===== config.mk =====
export PLATFORM = sky130hd
export DESIGN_NAME = eth_tx_framer
export DESIGN_NICKNAME = d
export VERILOG_FILES = /design/src/rtl/eth_tx_framer.sv
export SDC_FILE = /design/constraint.sdc
export NUM_CORES = 1
export LEC_CHECK = 0
export BUFFER_PORTS_ARGS = -buffer_cell sky130_fd_sc_hd__buf_2
export CORE_MARGIN = 2
export CORE_UTILIZATION = 51
export CTS_BUF_LIST = sky130_fd_sc_hd__clkbuf_2 sky130_fd_sc_hd__clkbuf_4 sky130_fd_sc_hd__clkbuf_8
export DETAILED_ROUTE_END_ITERATION = 8
export PLACE_DENSITY = 0.69
export SLEW_MARGIN = 20
export SYNTH_ARGS = -nofsm -noshare
export SYNTH_HDL_FRONTEND = slang
export SYNTH_SLANG_ARGS = --single-unit

===== constraint.sdc =====
create_clock -name clk -period 5.95 [get_ports clk]
set_input_delay 1.19 -clock clk [delete_from_list [all_inputs] [get_ports clk]]
set_output_delay 1.19 -clock clk [all_outputs]
set_load 0.02 [all_outputs]

===== src/rtl/eth_tx_framer.sv =====
// rtl/eth_tx_framer.sv - RMII transmit framer: preamble/SFD, payload, zero pad, IFG
// Emits one dibit per clock, MSB pair of each byte first, from a one-byte hold register.
module eth_tx_framer #(
  parameter int PREAMBLE_BYTES = 7,
  parameter int MIN_BYTES      = 60,
  parameter int IFG_CYCLES     = 48
) (
  input  logic       clk,
  input  logic       rst_n,
  input  logic       axiiv,
  input  logic [7:0] axiid,
  input  logic       axiilast,
  output logic       axiir,
  output logic       axiov,
  output logic [1:0] axiod,
  output logic       tx_busy,
  output logic       tx_err
);

  typedef enum logic [2:0] {S_IDLE, S_PREAMBLE, S_DATA, S_PAD, S_IFG} state_t;

  localparam logic [7:0]  PRE_N    = 8'(PREAMBLE_BYTES);
  localparam logic [7:0]  PRE_M1   = 8'(PREAMBLE_BYTES - 1);
  localparam logic [10:0] MIN_B    = 11'(MIN_BYTES);
  localparam logic [15:0] IFG_LAST = 16'(IFG_CYCLES - 1);

  state_t      state, next_state;
  logic        run, hold_full, hold_last, last_acc, cur_last;
  logic [7:0]  hold_data, sreg, pcnt, load_byte;
  logic [1:0]  dc;
  logic [10:0] bcnt;
  logic [15:0] ifg_cnt;
  logic        xfer, boundary, data_bnd;
  logic        load_en, take_hold, bump, stop, underrun, frame_done;

  // run keeps axiir low on the first cycle out of reset
  assign axiir = run && !last_acc && !hold_full &&
                 (state == S_IDLE || state == S_PREAMBLE || state == S_DATA);
  assign xfer     = axiiv && axiir;
  assign boundary = (dc == 2'd3);
  assign data_bnd = boundary && (state == S_DATA || (state == S_PREAMBLE && pcnt == PRE_N));

  always_comb begin
    next_state = state;
    load_en    = 1'b0;
    load_byte  = 8'h00;
    take_hold  = 1'b0;
    bump       = 1'b0;
    stop       = 1'b0;
    underrun   = 1'b0;
    frame_done = 1'b0;
    case (state)
      S_IDLE: begin
        if (xfer) begin
          load_en    = 1'b1;
          load_byte  = 8'h55;
          next_state = S_PREAMBLE;
        end
      end
      S_PREAMBLE, S_DATA: begin
        if (data_bnd) begin
          if (cur_last) begin
            if (bcnt < MIN_B) begin
              next_state = S_PAD;
              load_en    = 1'b1;
              bump       = 1'b1;
            end else begin
              next_state = S_IFG;
              stop       = 1'b1;
            end
          end else if (hold_full) begin
            next_state = S_DATA;
            load_en    = 1'b1;
            load_byte  = hold_data;
            take_hold  = 1'b1;
            bump       = 1'b1;
          end else begin
            next_state = S_IFG;
            stop       = 1'b1;
            underrun   = 1'b1;
          end
        end else if (boundary && state == S_PREAMBLE) begin
          load_en   = 1'b1;
          load_byte = (pcnt == PRE_M1) ? 8'hD5 : 8'h55;
        end
      end
      S_PAD: begin
        if (boundary) begin
          if (bcnt < MIN_B) begin
            load_en = 1'b1;
            bump    = 1'b1;
          end else begin
            next_state = S_IFG;
            stop       = 1'b1;
          end
        end
      end
      S_IFG: begin
        if (ifg_cnt == IFG_LAST) begin
          next_state = S_IDLE;
          frame_done = 1'b1;
        end
      end
      default: next_state = S_IDLE;
    endcase
  end

  always_ff @(posedge clk) begin
    if (!rst_n) begin
      state     <= S_IDLE;
      run       <= 1'b0;
      hold_full <= 1'b0;
      hold_last <= 1'b0;
      hold_data <= 8'h00;
      last_acc  <= 1'b0;
      cur_last  <= 1'b0;
      sreg      <= 8'h00;
      dc        <= 2'd0;
      pcnt      <= 8'h00;
      bcnt      <= 11'd0;
      ifg_cnt   <= 16'd0;
      axiov     <= 1'b0;
      axiod     <= 2'b00;
      tx_busy   <= 1'b0;
      tx_err    <= 1'b0;
    end else begin
      run    <= 1'b1;
      state  <= next_state;
      tx_err <= underrun;

      if (xfer) begin
        hold_data <= axiid;
        hold_last <= axiilast;
        hold_full <= 1'b1;
        if (axiilast) last_acc <= 1'b1;
      end else if (take_hold) begin
        hold_full <= 1'b0;
      end
      if (take_hold) cur_last <= hold_last;

      // A loaded byte shows its top dibit immediately; the rest shift out of sreg
      if (load_en) begin
        axiov <= 1'b1;
        axiod <= load_byte[7:6];
        sreg  <= {load_byte[5:0], 2'b00};
        dc    <= 2'd0;
      end else if (stop) begin
        axiov <= 1'b0;
        axiod <= 2'b00;
        dc    <= 2'd0;
      end else if (axiov) begin
        axiod <= sreg[7:6];
        sreg  <= {sreg[5:0], 2'b00};
        dc    <= dc + 2'd1;
      end

      if (state == S_IDLE && xfer) begin
        pcnt    <= 8'h00;
        tx_busy <= 1'b1;
      end else if (load_en && state == S_PREAMBLE && !take_hold) begin
        pcnt <= pcnt + 8'h01;
      end

      if (bump && bcnt != 11'h7FF) bcnt <= bcnt + 11'd1;

      if (stop) ifg_cnt <= 16'd1;
      else if (state == S_IFG) ifg_cnt <= ifg_cnt + 16'd1;

      if (frame_done) begin
        tx_busy  <= 1'b0;
        last_acc <= 1'b0;
        cur_last <= 1'b0;
        bcnt     <= 11'd0;
      end
    end
  end

endmodule


==> flow_metrics.tcl, run 1 <==
set metrics [dict create \
    ys_top_cells_by_area "dfxtp_1 42%, nand2_1 6.4%, a21oi_1 5.1%" \
    ys_ff_latch 64 \
    synth_top_area_share_pct 41.78 \
    post_cts_buffers 0 \
    die_width_um 81.55 \
    holdCritPathClass "flip-flop to flip-flop" \
    seq_area_frac_synth_pct 41.78 \
    clk_latency_ns 0.34 \
    final_design_area_no_fill_um2 3348 \
    ctsResizeCount 0 \
    nets 396 \
    maxSlewViolCount 0 \
    grt_max_degree 21 \
    area_growth_pct 9.180 \
    drc 0 \
    max-slew-margin-rel_pct 52.87 \
    crit_type "flip-flop to primary output" \
    synth_common_cells "64 x dfxtp_1, 52 x nand2_1, 41 x nor2_1" \
    synth.area.mux_share_pct 1.673 \
    finalHoldViolCount 0 \
    firstDrtPassIters 4 \
    synth_cells 365 \
    postRouteWirelength_um 6341 \
    synth_adder_area_share_pct 2.040 \
    synth-compound-area-share_pct 16.28 \
    finalCriticalPeriod_ns 3.044 \
    ant_nets 0 \
    wl_per_cell_um 13.84 \
    ys_types 53 \
    cts.clk_slew.worst_paths_ns 0.07 \
    io_pins 18 \
    htree_levels 3 \
    p_leak_nw 1.201 \
    finalSetupViolCount 0 \
    numClockSinks 64 \
    path_max_fanout 16 \
    groute.usage.overall_pct 20.79 \
    fin_crit_sh_pct 51.15 \
    grt_pass1_wl_um 10610 \
    cts_tree "built" \
    antenna_cells 0 \
    die-height_um 81.55 \
    power.density_nw_per_um2 244.7 \
    ys_async_sr_fraction_pct 0 \
    io_buffer_count 17 \
    syn_area_per_cell_um2 8.402 \
    start_util_pct 52.42 \
    synth_top_cell_by_area "dfxtp_1" \
    die_area_um2 6650 \
    drive_gt1_share_pct 11.49 \
    grt_setup_unrepaired "no" \
    synth_edf_count 0 \
    clockRootBuffer "clkbuf_8" \
    required_ns 4.76 \
    clock_skew_ns 0.006816 \
    synth_warnings 0 \
    max_freq_ghz 0.3285 \
    synth_fp_nets 382 \
    ir_worst_vdd_mv 0.1769 \
    cp_data_arrival_time_ns 1.85 \
    cts_max_path_buffers 2 \
    grt_pass1_vias 2358 \
    setup-tns-final_ns 0 \
    start_kind "flip-flop" \
    endpoint_kind "primary output" \
    synthFlopType "dfxtp_1" \
    synth-xor-area-share_pct 7.140 \
    num_vias 2610 \
    tightest_slew_ns 0.6981 \
    status "finished clean" \
    ctsHoldBuffers 0 \
    synth-simple-area-share_pct 27.83 \
    rows 28 \
    maxCapViolations 0 \
    synth_top_family_by_area "simple AND/OR/NAND/NOR gates" \
    yosysMostFrequentCell "dfxtp_1" \
    finalWeightedCongestion 0.8100 \
    overflow 0 \
    antenna_found_initial 0 \
    coreArea_um2 5851 \
    netlist_area_um2 3067 \
    cts_made_buffers 9 \
    post_dp_cell_area_um2 3187 \
    routed_via_density 5.699 \
    dp_hpwl_um 4430 \
    drt_iter0_drc 137 \
]
per-stage QoR:
step	hold WS (ns)	util (%)	worst slack (ns)	total power [W]	std cells
2_1_floorplan	0.4312	-	3.379	0.0004996	365
3_3_place_gp	0.4445	54.47	3.152	0.0005156	443
3_5_place_dp	0.4488	54.47	3.106	0.0005168	443
4_1_cts	0.4588	57.23	2.909	0.0008345	458
5_1_grt	0.4758	57.23	2.774	0.0008534	458
6_report	0.4597	57.23	2.906	0.0008194	458
critical path, cell delays in order, from the launching register on:
cell and delay [ns]:
dfxtp_1 0.47, nor4b_1 0.65, and2_1 0.23, buf_2 0.17
power by group:
part / switching, W / internal, W
registers: 0.00000888 / 0.000439
clock network: 0.000166 / 0.000146
logic: 0.0000372 / 0.0000217
flip-flops by register name, summed over array words and instances (netlist names):
signal,count
axiod,2
ifg_cnt,16
tx_err,1
axiov,1
pcnt,8
state,3
last_acc,1
hold_last,1
dc,2
sreg,6
run,1
hold_data,8
hold_full,1
bcnt,11
tx_busy,1
cur_last,1
per-layer routing:
layer | track usage [%] | vias up | part of all wire, %
li1 | - | 1325 | -
met1 | 26.46 | 1219 | 49
met2 | 33.44 | 58 | 45
met3 | 5.604 | 8 | 4.4
met4 | 8.305 | 0 | 1.4
met5 | 0 | - | 0
area by class of cell:
class	count	area, µm²
flip-flops and latches	64	1281
fillers	541	2502
clock buffers	9	123.9
multi-input cells	277	1685
well taps	75	93.84
repair buffers	18	92.59
clock inverters	6	37.54
inverters	9	33.78
worst paths after layout:
check             slack (ns)            to         start  cells past startpoint
setup / recovery        2.91         axiir      state[2]                      3
hold / removal          0.46  hold_data[1]  hold_data[1]                      2
setup reg to reg        3.26       sreg[7]       pcnt[2]                      6
hold reg to reg         0.46  hold_data[1]  hold_data[1]                      2
kinds of logic (layout without fill, tap and decap cells):
kind of cell,Yosys count,after routing
buffers and inverters,24,42
xor gates and xnor gates,25,25
and+or+nand+nor,169,169
muxes,5,5
adders and majority gates,5,5
DFF,64,64
AOI/OAI and AO/OA,73,73
cell usage in the layout, fill, tap and decap left out, types with 2 or more instances in the layout:
cell	synthesis	final
nor2_1	41	41
or4_1	5	5
a31oi_1	4	4
o211ai_1	2	2
and4_1	3	3
o31ai_1	5	5
inv_1	8	8
dfxtp_1	64	64
nor4_1	2	2
mux2i_1	4	4
clkinvlp_4	0	3
xnor2_1	15	15
nor3b_1	2	2
clkbuf_8	0	9
o2bb2ai_1	2	2
o22ai_1	2	2
buf_2	1	17
nand3_1	14	14
nand4_1	10	10
clkinv_2	0	3
a211oi_1	6	6
nand2_1	52	52
and2_1	3	3
o21ai_0	6	6
nor2b_1	4	4
nor4b_1	5	5
nor4bb_1	4	4
ha_1	5	5
or2_2	2	2
a21o_1	3	3
nor3_1	8	8
or4_4	2	2
xor2_1	10	10
or3_1	2	2
a21oi_1	31	31
nand2b_1	5	5
and3_1	4	4
Note: power is estimated with default switching activity, not from simulation.
==> inputs of run 2 (changes only) <==
==> constraint.sdc (replaced) <==
create_clock -name clk -period 3.1 [get_ports clk]
set_input_delay 0.62 -clock clk [delete_from_list [all_inputs] [get_ports clk]]
set_output_delay 0.62 -clock clk [all_outputs]
set_load 0.02 [all_outputs]
==> flow_metrics.tcl, run 2 (synthesis gave the netlist of run 1 again) <==
set metrics [dict create \
    drc 0 \
    wl_per_cell_um 14.21 \
    area_growth_pct 12.24 \
    status "finished clean" \
    ir_worst_vdd_mv 0.4299 \
    final_common_cell "dfxtp_1" \
    nets 400 \
    htree_levels 3 \
    finalCriticalPeriod_ns 2.575 \
    drive_gt1_share_pct 12.63 \
    placedCellCount 447 \
    die_area_um2 6650 \
    final_core_util_pct 58.83 \
    cpMaxStageDelayCell "or4_4" \
    drt_iter0_drc 126 \
    rows 28 \
    dp_hpwl_um 4532 \
    grt_setup_unrepaired "no" \
    grt_pass1_wl_um 11080 \
    post_cts_buffers 0 \
    ctsHoldBuffers 0 \
    io_buffer_count 17 \
    cp_cell_sequence "or4_4 > o41ai_4 > nor3_1 > o211a_2 > or4_1 > a21oi_1" \
    whs_path_depth 2 \
    grt_max_degree 21 \
    clock_skew_ns 0.01081 \
    die_width_um 81.55 \
    p_leak_nw 1.262 \
    die-height_um 81.55 \
    antenna_found_initial 0 \
    groute.usage.overall_pct 21.77 \
    routed_via_density 5.683 \
    holdCritPathClass "flip-flop to flip-flop" \
    tightest_slew_ns 0.6886 \
    max-slew-margin-rel_pct 53.51 \
    cts_max_path_buffers 2 \
    fin_crit_sh_pct 83.06 \
    largest_reg_flops 16 \
    hold_path_end "hold_data[5]" \
    coreArea_um2 5851 \
    required_ns 3.37 \
    regMostFlops "ifg_cnt" \
    fin_cells 463 \
    overflow 0 \
    endpoint_kind "flip-flop" \
    reg2reg_to "pcnt[7]" \
    path_max_fanout 12 \
    postRouteWirelength_um 6580 \
    grt_pass1_vias 2316 \
    maxSlewViolCount 0 \
    rrSetupSlack_ns 0.53 \
    finalSetupViolCount 0 \
    finalWeightedCongestion 0.8885 \
    cp_data_arrival_time_ns 2.84 \
    holdWs_ns 0.4549 \
    io_pins 18 \
    reg.largest.list "ifg_cnt (16), bcnt (11)" \
    cts_tree "built" \
    ant_nets 0 \
    ctsResizeCount 0 \
    max_freq_ghz 0.3884 \
    maxCapViolations 0 \
    most-common-layout-cells "64 x dfxtp_1, 52 x nand2_1, 41 x nor2_1" \
    antenna_cells 0 \
    clk_latency_ns 0.33 \
    cts.clk_slew.worst_paths_ns 0.07 \
    start_kind "flip-flop" \
    firstDrtPassIters 4 \
    rr_startpoint "bcnt[6]" \
    start_util_pct 52.42 \
    reg2reg_depth 6 \
    crit_type "flip-flop to flip-flop" \
    setup-tns-final_ns 0 \
    numClockSinks 64 \
    finalHoldViolCount 0 \
    clockRootBuffer "clkbuf_8" \
    max_stage_delay_ns 0.59 \
    worstHoldStart "hold_data[5]" \
    cts_made_buffers 9 \
    power.density_nw_per_um2 518.5 \
    num_vias 2631 \
]
==> run 2: routing by layer <==
| metal | routed length, µm | track usage, % | up-vias |
|---|---|---|---|
| li1 | - | - | 1339 |
| met1 | 3178 | 29.34 | 1212 |
| met2 | 2981 | 33.44 | 72 |
| met3 | 337 | 5.604 | 8 |
| met4 | 82 | 8.305 | 0 |
| met5 | 0 | 0 | - |
==> run 2: final cells by class <==
class | count | area (µm²)
fillers | 535 | 2409
multi-input cells | 277 | 1685
inverters | 9 | 33.78
repair buffers | 22 | 122.6
well taps | 75 | 93.84
flip-flops and latches | 64 | 1281
clock buffers | 13 | 160.2
clock inverters | 3 | 65.06
==> run 2: report_power, final <==
group	leakage [nW]	internal [W]	switching (W)	total, W
combinational	0.625	0.0000446	0.0000737	0.000118
sequential	0.518	0.000843	0.0000170	0.000860
clock	0.118	0.000501	0.000305	0.000806
==> run 2: critical path: cells and delay by family, from the launching register on <==
family / cells / cell delay [ns]
and+or+nand+nor: 3 / 1.27
DFF: 1 / 0.36
AOI/OAI and AO/OA: 3 / 0.88
==> run 2: worst max-delay path by stage <==
stage | slack (ns) | start | cells past startpoint | end
floorplan | 0.67 | bcnt[6] | 6 | bcnt[7]
global placement | 0.60 | bcnt[6] | 6 | pcnt[5]
detailed placement | 0.55 | bcnt[6] | 6 | pcnt[7]
CTS | 0.53 | bcnt[6] | 6 | pcnt[7]
global route | 0.30 | pcnt[0] | 7 | sreg[7]
finish | 0.53 | bcnt[6] | 6 | pcnt[7]
==> run 2: through the flow <==
step | area, µm² | total power [W] | worst slack [ns]
3_3_place_gp | 3217 | 0.0009947 | 0.5981
6_report | 3442 | 0.001785 | 0.5250
4_1_cts | 3442 | 0.001805 | 0.5322
5_1_grt | 3442 | 0.001854 | 0.2982
3_5_place_dp | 3217 | 0.0009967 | 0.5535
2_1_floorplan | 3067 | 0.0009588 | 0.6748
